## src/rtl/multicycle_bus_sequencer_if.sv

```systemverilog
// multicycle_bus_sequencer_if: shared variable-latency memory bus, one transaction outstanding
interface multicycle_bus_sequencer_if;
  logic        bus_req;
  logic        bus_we;
  logic [31:0] bus_address;
  logic [31:0] bus_write_data;
  logic [3:0]  bus_byte_enable;
  logic        bus_ack;
  logic [31:0] bus_read_data;
  modport master (
    output bus_req, bus_we, bus_address, bus_write_data, bus_byte_enable,
    input  bus_ack, bus_read_data
  );
  modport slave (
    input  bus_req, bus_we, bus_address, bus_write_data, bus_byte_enable,
    output bus_ack, bus_read_data
  );
endinterface

```

## src/rtl/multicycle_bus_sequencer.sv

```systemverilog
// multicycle_bus_sequencer: time-multiplexes fetch and load/store over one bus, commits once per instruction
module multicycle_bus_sequencer #(
  parameter int unsigned TIMEOUT_CYCLES = 255,
  parameter logic [31:0] RESET_INST     = 32'h00000013
) (
  input  logic                               clock,
  input  logic                               reset,
  input  logic                               enable,
  input  logic [31:0]                        pc,
  input  logic [31:0]                        data_mem_address,
  input  logic [31:0]                        data_mem_write_data,
  input  logic [3:0]                         data_byte_enable,
  input  logic                               is_load,
  input  logic                               is_store,
  input  logic                               reg_write_request,
  multicycle_bus_sequencer_if.master         bus,
  output logic [31:0]                        inst,
  output logic [31:0]                        data_mem_read_data,
  output logic                               pc_write_enable,
  output logic                               regfile_write_enable,
  output logic [31:0]                        retired_count,
  output logic                               fault
);
  typedef enum logic [2:0] {IDLE, FETCH, EXECUTE, MEM, WRITEBACK, FAULT} state_t;
  localparam logic [15:0] LAST_WAIT = 16'(TIMEOUT_CYCLES - 1);
  state_t      state_q, state_d;
  logic [31:0] inst_q, inst_d, rdata_q, rdata_d, retired_q, retired_d;
  logic [15:0] cnt_q, cnt_d;
  logic        expired;
  assign expired = cnt_q == LAST_WAIT;
  always_ff @(posedge clock or posedge reset)
    if (reset) begin
      state_q   <= IDLE;
      inst_q    <= RESET_INST;
      rdata_q   <= '0;
      retired_q <= '0;
      cnt_q     <= '0;
    end else begin
      state_q   <= state_d;
      inst_q    <= inst_d;
      rdata_q   <= rdata_d;
      retired_q <= retired_d;
      cnt_q     <= cnt_d;
    end
  // counter idles at zero outside FETCH/MEM, so it is already clear on entry
  always_comb begin
    state_d              = state_q;
    inst_d               = inst_q;
    rdata_d              = rdata_q;
    retired_d            = retired_q;
    cnt_d                = '0;
    bus.bus_req          = 1'b0;
    bus.bus_we           = 1'b0;
    bus.bus_address      = '0;
    bus.bus_write_data   = '0;
    bus.bus_byte_enable  = '0;
    pc_write_enable      = 1'b0;
    regfile_write_enable = 1'b0;
    case (state_q)
      IDLE: state_d = enable ? FETCH : IDLE;
      FETCH: begin
        bus.bus_req         = 1'b1;
        bus.bus_address     = pc;
        bus.bus_byte_enable = 4'hF;
        cnt_d               = bus.bus_ack ? '0 : cnt_q + 16'd1;
        inst_d              = bus.bus_ack ? bus.bus_read_data : inst_q;
        state_d             = bus.bus_ack ? EXECUTE : (expired ? FAULT : FETCH);
      end
      EXECUTE: begin
        pc_write_enable      = ~(is_load | is_store);
        regfile_write_enable = ~(is_load | is_store) & reg_write_request;
        retired_d            = (is_load | is_store) ? retired_q : retired_q + 32'd1;
        state_d              = (is_load | is_store) ? MEM : (enable ? FETCH : IDLE);
      end
      MEM: begin
        bus.bus_req         = 1'b1;
        bus.bus_we          = is_store;
        bus.bus_address     = data_mem_address;
        bus.bus_write_data  = data_mem_write_data;
        bus.bus_byte_enable = is_store ? data_byte_enable : 4'hF;
        cnt_d               = bus.bus_ack ? '0 : cnt_q + 16'd1;
        rdata_d             = (bus.bus_ack && is_load) ? bus.bus_read_data : rdata_q;
        state_d             = bus.bus_ack ? WRITEBACK : (expired ? FAULT : MEM);
      end
      WRITEBACK: begin
        pc_write_enable      = 1'b1;
        regfile_write_enable = reg_write_request & ~is_store;
        retired_d            = retired_q + 32'd1;
        state_d              = enable ? FETCH : IDLE;
      end
      default: state_d = FAULT;
    endcase
  end
  assign inst               = inst_q;
  assign data_mem_read_data = rdata_q;
  assign retired_count      = retired_q;
  assign fault              = state_q == FAULT;
endmodule
```

## src/flat_wrapper.sv

```systemverilog
// flat-port wrapper written by rule: the top's interface ports become plain ports
module multicycle_bus_sequencer_flat 
#(
  parameter int unsigned TIMEOUT_CYCLES = 255,
  parameter logic [31:0] RESET_INST     = 32'h00000013
)
  (clock, reset, enable, pc, data_mem_address, data_mem_write_data, data_byte_enable, is_load, is_store, reg_write_request, inst, data_mem_read_data, pc_write_enable, regfile_write_enable, retired_count, fault, bus_bus_req, bus_bus_we, bus_bus_address, bus_bus_write_data, bus_bus_byte_enable, bus_bus_ack, bus_bus_read_data);
  multicycle_bus_sequencer_if bus_i ();
  input  logic clock;
  input  logic reset;
  input  logic enable;
  input  logic [31:0] pc;
  input  logic [31:0] data_mem_address;
  input  logic [31:0] data_mem_write_data;
  input  logic [3:0] data_byte_enable;
  input  logic is_load;
  input  logic is_store;
  input  logic reg_write_request;
  output logic [31:0] inst;
  output logic [31:0] data_mem_read_data;
  output logic pc_write_enable;
  output logic regfile_write_enable;
  output logic [31:0] retired_count;
  output logic fault;
  output wire logic [$bits(bus_i.bus_req)-1:0] bus_bus_req;
  output wire logic [$bits(bus_i.bus_we)-1:0] bus_bus_we;
  output wire logic [$bits(bus_i.bus_address)-1:0] bus_bus_address;
  output wire logic [$bits(bus_i.bus_write_data)-1:0] bus_bus_write_data;
  output wire logic [$bits(bus_i.bus_byte_enable)-1:0] bus_bus_byte_enable;
  input wire logic [$bits(bus_i.bus_ack)-1:0] bus_bus_ack;
  input wire logic [$bits(bus_i.bus_read_data)-1:0] bus_bus_read_data;
  assign bus_bus_req = bus_i.bus_req;
  assign bus_bus_we = bus_i.bus_we;
  assign bus_bus_address = bus_i.bus_address;
  assign bus_bus_write_data = bus_i.bus_write_data;
  assign bus_bus_byte_enable = bus_i.bus_byte_enable;
  assign bus_i.bus_ack = bus_bus_ack;
  assign bus_i.bus_read_data = bus_bus_read_data;
  multicycle_bus_sequencer #(.TIMEOUT_CYCLES(TIMEOUT_CYCLES), .RESET_INST(RESET_INST)) u_core (.clock(clock), .reset(reset), .enable(enable), .pc(pc), .data_mem_address(data_mem_address), .data_mem_write_data(data_mem_write_data), .data_byte_enable(data_byte_enable), .is_load(is_load), .is_store(is_store), .reg_write_request(reg_write_request), .bus(bus_i), .inst(inst), .data_mem_read_data(data_mem_read_data), .pc_write_enable(pc_write_enable), .regfile_write_enable(regfile_write_enable), .retired_count(retired_count), .fault(fault));
endmodule
```

## config.mk

```make
export PLATFORM = sky130hd
export DESIGN_NAME = multicycle_bus_sequencer_flat
export DESIGN_NICKNAME = d
export VERILOG_FILES = /design/src/rtl/multicycle_bus_sequencer_if.sv /design/src/rtl/multicycle_bus_sequencer.sv /design/src/flat_wrapper.sv
export SDC_FILE = /design/constraint.sdc
export NUM_CORES = 1
export LEC_CHECK = 0
export ABC_AREA = 0
export BUFFER_PORTS_ARGS = -buffer_cell sky130_fd_sc_hd__buf_4
export CORE_AREA = 5 5 115 117
export CTS_BUF_LIST = sky130_fd_sc_hd__clkbuf_8
export DETAILED_ROUTE_END_ITERATION = 8
export DIE_AREA = 0 0 120 122
export GPL_TIMING_DRIVEN = 0
export PLACE_DENSITY = 0.82
export SETUP_SLACK_MARGIN = 0.1
export SYNTH_ARGS = -nofsm -noshare
export SYNTH_HDL_FRONTEND = slang
export SYNTH_SLANG_ARGS = --single-unit
```

## constraint.sdc

```tcl
create_clock -name clock -period 6.73 [get_ports clock]
set_clock_uncertainty 0.1 [all_clocks]
set_input_delay 0.3365 -clock clock [delete_from_list [all_inputs] [get_ports clock]]
set_output_delay 0.3365 -clock clock [all_outputs]
set_load 0.05 [all_outputs]
```

==> key figures, run 1 <==
Placed design
  – Port Buf Inserts: 307
  – Hpwl dp: 14.75 mm
  – RD Place Congestion: 0.9278

Layout
  – # fillers: 900
  – Layout area overhead: 52.64%
  – Ratio of cells with drive above 1 in the final layout: 52.67%
  – Nets@finish: 953
  – Core Util, Final: 69.24%
  – Antenna Cells: 0

Synth
  – Post-Syn Instances: 483
  – Most frequent cell after synthesis: dfrtp_1
  – Area share of the largest cell type after synthesis: 50.39%
  – Post-synth top cells: dfrtp_1 (112), nor2_1 (72), mux2_2 (64), and2_1 (34), mux2i_1 (32)
  – Sequential fraction of the synthesis area: 51.81%
  – Post-Syn Area per Cell: 11.51 um^2
  – Area leader, netlist: dfrtp_1
  – Largest cells by area after synthesis: dfrtp_1 (50%), mux2_2 (13%), mux2i_1 (5.8%)
  – Library cells used by synthesis: 45
  – Post-synth EDFFs: 0
  – Post-Syn Nets: 625
  – Most used flip-flop cell after synthesis: dfrtp_1
  – Synth async-reset ratio: 100.0%
  – Synthesis-stage register bit count: 115
  – Synthesis Warnings: 0
  – Mapped Area: 5562 um^2

Worst setup path
  – Worst reg2reg path startpoint: u_core.state_q[0]$_DFF_PP0_
  – R2R setup slack: 4450 ps
  – WP data arrival: 2350 ps
  – Critical Path Start Type: register
  – Critical path class: register to output pin
  – Stages on worst setup path: 5
  – CP Max Fanout: 10
  – Top Family by Delay on Critical Path: buffers and inverters
  – Critical path's slowest cell: dfrtp_1
  – Reg2Reg Capture Point: u_core.data_mem_read_data[13]$_DFFE_PP0P_
  – FF-to-FF path depth: 7
  – CP required: 6290 ps
  – Largest stage delay, worst path: 420 ps
  – Buf+Inv Stages, Crit Path: 3
  – Worst path cell trace: buf_1 -> buf_2 -> mux2i_1 -> nor2_1 -> buf_4
  – Critical Path End Type: output pin

Floorplanning
  – DIE HEIGHT: 122 um
  – Die Area: 14640 um^2
  – Initial Utilization: 45.36%
  – I/O pin count: 308
  – Row count: 41
  – Core area: 12260 um^2
  – Chip width: 120 um

Clock tree
  – Htree depth: 4
  – Bufs on Longest Clock Path: 2
  – Post-CTS Setup Bufs: 0
  – CTS Sinks: 115
  – Root buf cell: clkbuf_8
  – Clock transition at path regs: 70 ps
  – TritonCTS Buffers: 17
  – CTS tree: done
  – Clk_lat worst skew: 420 ps

STA
  – WHS: 37.94 ps
  – Final Critical Period: 2788 ps
  – Final setup violation count: 0
  – RSZ-0062 raised after global routing: false
  – Final worst-path cycle share: 41.42%
  – Least-Margin Pin Slew: 608.8 ps
  – Final setup TNS: 0 ps
  – Max Freq: 358.7 MHz
  – Max Slew Vio Count: 0
  – Final Hold Fails: 0
  – Relative slew slack: 59.41%

GRT
  – Initial antenna violation count: 0
  – Largest net degree at the start of global routing: 70
  – Total grt overflow: 0
  – Vias in the first global route: 5061
  – GRT Resource Usage Total: 24.15%
  – Global-route wire length before repair: 27.30 mm

Hold path
  – HP Class: input pin to register
  – Hold Path Origin: bus_bus_ack
  – Hold Crit Depth: 2
  – Hold Path End: u_core.state_q[0]$_DFF_PP0_

Drt
  – WL final: 18.10 mm
  – Vias/cell: 5.100
  – Post-DRT Antenna Nets: 0
  – Drt pass-1 iters: 4
  – # DRC: 0
  – DR vias: 4967
  – WL/cell: 18.58 um
  – DRT iter0 DRCs: 238

Power
  – Pleak: 4.229 nW
  – Power, Total: 0.004208 W
  – PD cells: 495.7 nW/um^2
  – VDD IR-drop max: 0.0003976 V

Flow run
  – Max cap viols: 0

Status
  – Status: completed
area by class of cell:
type	count	area [um^2]	share of cell area [%]
timing repair buffer	309	2342	27.59
multi-input combinational	338	2534	29.85
clock buffer	19	261.5	3.080
sequential	115	2882	33.94
inverter	7	28.78	0.3390
tap	150	187.7	2.211
buffer	23	120.1	1.415
clock inverter	13	133.9	1.577
placed cells by master, fill, tap and decap left out, drive strengths merged, types with 2 or more instances in the layout:
cell and count:
clkinvlp 5, and4 5, or3 2, and3 8, ha 3, nor3 5
clkbuf 28, nand3 14, bufinv 2, a21oi 5, xnor2 27, dfrtp 112
nand2 18, nor2 74, mux2 65, nand2b 2, and2 34, nor4b 3
dfstp 3, nor3b 2, buf 322, mux2i 32, or4 2, inv 9
o211ai 2, xor2 17, nand4 9, or2 3, clkinv 4
metrics by stage:
stage | std cells | worst slack (ps) | cell area, um^2
global placement | 940 | 2176 | 8054
floorplan | 483 | 3254 | 5562
global route | 974 | 3802 | 8489
detailed placement | 941 | 4330 | 8084
CTS | 974 | 3853 | 8489
finish | 974 | 3942 | 8489
worst max path at each step:
stage / startpoint / to / slack, ps
after floorplan: reset / u_core.cnt_q[0]$_DFF_PP0_ / 3250
after global placement: reset / u_core.data_mem_read_data[17]$_DFFE_PP0P_ / 2180
after detailed placement: u_core.state_q[1]$_DFF_PP0_ / bus_bus_address[9] / 4330
after CTS: u_core.state_q[1]$_DFF_PP0_ / bus_bus_address[9] / 3850
after global routing: u_core.state_q[1]$_DFF_PP0_ / bus_bus_address[9] / 3800
final: u_core.state_q[1]$_DFF_PP0_ / bus_bus_address[9] / 3940
metal layers:
layer / wire (um) / GRT usage [%]
met4: 427 / 7.731
met1: 6527 / 26.68
met3: 1840 / 9.935
met2: 9302 / 42.43
met5: 0 / 0
registers in the layout, indices dropped and copies added (netlist names):
register / count
u_core.retired_count: 32
u_core.data_mem_read_data: 32
u_core.inst: 32
u_core.cnt_q: 16
u_core.state_q: 3
report_power, final:
| part | total [W] | internal, W | switching, W |
|---|---|---|---|
| Clock | 0.000625 | 0.000346 | 0.000279 |
| Sequential | 0.00106 | 0.000917 | 0.000138 |
| Combinational | 0.00253 | 0.000800 | 0.00173 |
cells by family after synthesis:
family / after synthesis / synth area share, %
XOR/XNOR: 44 / 7.064
AO/OA/AOI/OAI: 12 / 1.620
multiplexers: 97 / 18.92
buffers and inverters: 30 / 2.632
adder cells (fa/ha/maj): 3 / 0.6750
flip-flops: 115 / 51.81
AND/OR/NAND/NOR: 182 / 17.28
what timing repair did:
item,CTS,global route
hold buffers,1,0
gates resized for setup,0,0
hold endpoints to repair,45,0
(Power assumes the default switching activity.)
==> run 2, diff against run 1 <==
--- a/config.mk
+++ b/config.mk
@@ -7,10 +7,10 @@
 export LEC_CHECK = 0
 export ABC_AREA = 0
 export BUFFER_PORTS_ARGS = -buffer_cell sky130_fd_sc_hd__buf_4
-export CORE_AREA = 5 5 115 117
+export CORE_MARGIN = 5
+export CORE_UTILIZATION = 46
 export CTS_BUF_LIST = sky130_fd_sc_hd__clkbuf_8
 export DETAILED_ROUTE_END_ITERATION = 8
-export DIE_AREA = 0 0 120 122
 export GPL_TIMING_DRIVEN = 0
 export PLACE_DENSITY = 0.82
 export SETUP_SLACK_MARGIN = 0.1
==> constraint.sdc (replaced) <==
create_clock -name clock -period 2.6 [get_ports clock]
set_clock_uncertainty 0.1 [all_clocks]
set_input_delay 0.13 -clock clock [delete_from_list [all_inputs] [get_ports clock]]
set_output_delay 0.13 -clock clock [all_outputs]
set_load 0.05 [all_outputs]
==> run 2 against run 1 <==
Register-to-register slack worse by 4100 ps; utilization up 5.5 points; count of clock-buffer cells in the layout up 3; via count up 1.3%; critical path depth up 2; clock power rose to 2.7 times the previous value; critical endpoint is now bus_bus_write_data[14]; largest cell class unchanged.
==> key figures, run 2 (synthesis results as in run 1) <==
Status
  – Status: completed

Layout
  – Ratio of cells with drive above 1 in the final layout: 50.75% (-1.9 points)
  – Antenna Cells: 0 (unchanged)
  – Commonest non-fill, non-tap cells in the layout: buf_4 (309), dfrtp_1 (112), nor2_1 (72)
  – Commonest non-fill, non-tap cell in the layout: buf_4
  – Layout area overhead: 59.98%
  – Nets@finish: 990 (+3.9%)
  – Fin cells: 1008 (+3.5%)

Drt
  – Post-DRT Antenna Nets: 0 (unchanged)
  – Wire length on met2: 9.975 mm (+7.2%)
  – Top layer used by detailed routing: met4
  – DRT iter0 DRCs: 324 (+36%)
  – WL final: 18.94 mm (+4.6%)
  – Drt pass-1 iters: 4 (unchanged)
  – DR WL met3: 1.805 mm (-1.9%)
  – Vias/cell: 4.992 (-2.1%)
  – WL/cell: 18.78 um (+1.1%)
  – # DRC: 0 (unchanged)
  – DR vias: 5032 (+1.3%)
  – Routed length on met1: 6.656 mm (+2.0%)

Clock tree
  – CTS Sinks: 115 (unchanged)
  – CTS tree: done
  – Htree depth: 4 (unchanged)
  – Root buf cell: clkbuf_8
  – Bufs on Longest Clock Path: 2 (unchanged)
  – Clock transition at path regs: 60 ps (about the same)
  – TritonCTS Buffers: 17 (unchanged)
  – Clk_lat worst skew: 410 ps (about the same)

STA
  – Final setup TNS: 0 ps (unchanged)
  – Max Slew Vio Count: 0 (unchanged)
  – WHS: 155.4 ps (+117.4 ps)
  – RSZ-0062 raised after global routing: false
  – Final worst-path cycle share: 89.06%
  – Relative slew slack: 48.93% (-10 points)
  – Final Hold Fails: 0 (unchanged)
  – Final setup violation count: 0 (unchanged)
  – Max Freq: 431.8 MHz
  – Least-Margin Pin Slew: 764.5 ps (+155.7 ps)
  – Final WS setup: 284.3 ps (-3658 ps)
  – Final Critical Period: 2316 ps

Floorplanning
  – Chip width: 120.0 um (about the same)
  – Core area: 11910 um^2 (-2.8%)
  – Die Area: 14390 um^2 (-1.7%)
  – Row count: 40 (-2.4%)
  – DIE HEIGHT: 120.0 um (-1.7%)
  – I/O pin count: 308 (unchanged)
  – Initial Utilization: 46.69% (+1.3 points)

GRT
  – Global-route wire length before repair: 29.30 mm (+7.3%)
  – Vias in the first global route: 5507 (+8.8%)
  – Largest net degree at the start of global routing: 46 (-34%)
  – Total grt overflow: 0 (unchanged)
  – Initial antenna violation count: 0 (unchanged)
  – GRT Resource Usage Total: 26.15% (+2.0 points)

Placed design
  – RD Place Congestion: 0.9493 (+2.3%)
  – Dpl ws: 259.1 ps (-4071 ps)
  – Port Buf Inserts: 307 (unchanged)
  – Cells after DPL: 939 (-0.21%)
  – Hpwl dp: 14.48 mm (-1.8%)

Worst setup path
  – Critical path class: register to output pin
  – Critical path origin: u_core.state_q[0]$_DFF_PP0_
  – Largest stage delay, worst path: 320 ps (-100 ps)
  – CP Max Fanout: 10 (unchanged)
  – Crit path top cell by count: buf_4
  – Critical Path End Type: output pin
  – WP data arrival: 2090 ps (-260 ps)
  – CP required: 2370 ps (-3920 ps)
  – Worst reg2reg path startpoint: u_core.state_q[2]$_DFF_PP0_
  – Worst path cell trace: buf_2 -> inv_1 -> nor3b_4 -> buf_4 -> clkbuf_1 -> and2_1 -> buf_4
  – Critical path's slowest cell: dfrtp_1
  – Critical Path Start Type: register

Flow run
  – Max cap viols: 0 (unchanged)

Power
  – Switching Power: 0.005575 W (+160%)
  – Sw frac: 50.03% (-0.95 points)
  – Pint: 0.005568 W (+170%)
  – VDD IR-drop max: 0.0009304 V (+130%)
  – Pleak: 4.443 nW (+5.1%)
  – Flop pwr share: 24.7% (-0.4 points)
  – Comb pwr share: 59.9% (-0.2 points)
  – Power, Total: 0.01114 W (+160%)
  – Clock power share: 15.4% (+0.6 points)
  – PD cells: 1252 nW/um^2 (+150%)

Hold path
  – Hold Path Origin: is_load
  – HP Class: input pin to register
==> run 2: changes by cell type in the layout (fill, tap and decap cells not counted), sizes merged <==
cell and delta:
dlygate4sd3 +34, clkinv -3, inv +3, bufinv +1
clkbuf +4, clkinvlp -4, buf +2
==> run 2: final timing paths <==
check	to	depth (start not counted)	slack, ps
max	bus_bus_write_data[14]	7	280
min	u_core.retired_count[4]$_DFFE_PP0P_	4	160
max reg2reg	u_core.inst[23]$_DFFE_PP0P_	5	360
min reg2reg	u_core.retired_count[30]$_DFFE_PP0P_	1	390
max in group asynchronous	u_core.inst[1]$_DFFE_PP1P_	4	1390
min in group asynchronous	u_core.retired_count[13]$_DFFE_PP0P_	3	310
==> run 2: layout make-up <==
cell class,count,area [um^2]
fillers,800,3014
flip-flops and latches,115,2882
repair buffers,346,2710
multi-input cells,338,2546
clock buffers,22,302.8
well taps,147,183.9
plain buffers,23,125.1
clock inverters,10,117.6
inverters,7,30.03
==> run 2: worst max-delay path, delay by kind of cell, from the launching register on <==
kind,cells,cell delay (ps)
buffers and inverters,5,990
and+or+nand+nor,2,360
DFF,1,320
==> run 2: what timing repair did <==
action	in CTS	in global routing
setup buffers	0	2
gates cloned	0	0
pin swaps	0	1
hold buffers	35	0
resized for setup	2	5
hold endpoints to repair	96	0
setup endpoints to repair	13	50
==> run 2: layer usage <==
metal / global-route usage (%) / vias up
li1: - / 2362
met1: 27.43 / 2415
met3: 10.46 / 33
met5: 0 / -
met4: 8.805 / 0
met2: 47.38 / 222
==> run 2: power by group through the flow <==
stage          Sequential, W  Clock (W)  Combinational (W)
6_report             0.00275    0.00171            0.00668
5_1_grt              0.00281    0.00181            0.00698
4_1_cts              0.00272    0.00174            0.00666
3_5_place_dp         0.00275          0            0.00658
3_3_place_gp         0.00272          0            0.00653
2_1_floorplan        0.00457          0            0.00266
==> run 2: metrics by stage <==
stage          instance area (um^2)  utilization (%)
5_1_grt                        8897            74.70
3_5_place_dp                   8100            68.00
2_1_floorplan                  5572                -
3_3_place_gp                   8060            67.67
4_1_cts                        8879            74.54
6_report                       8897            74.70
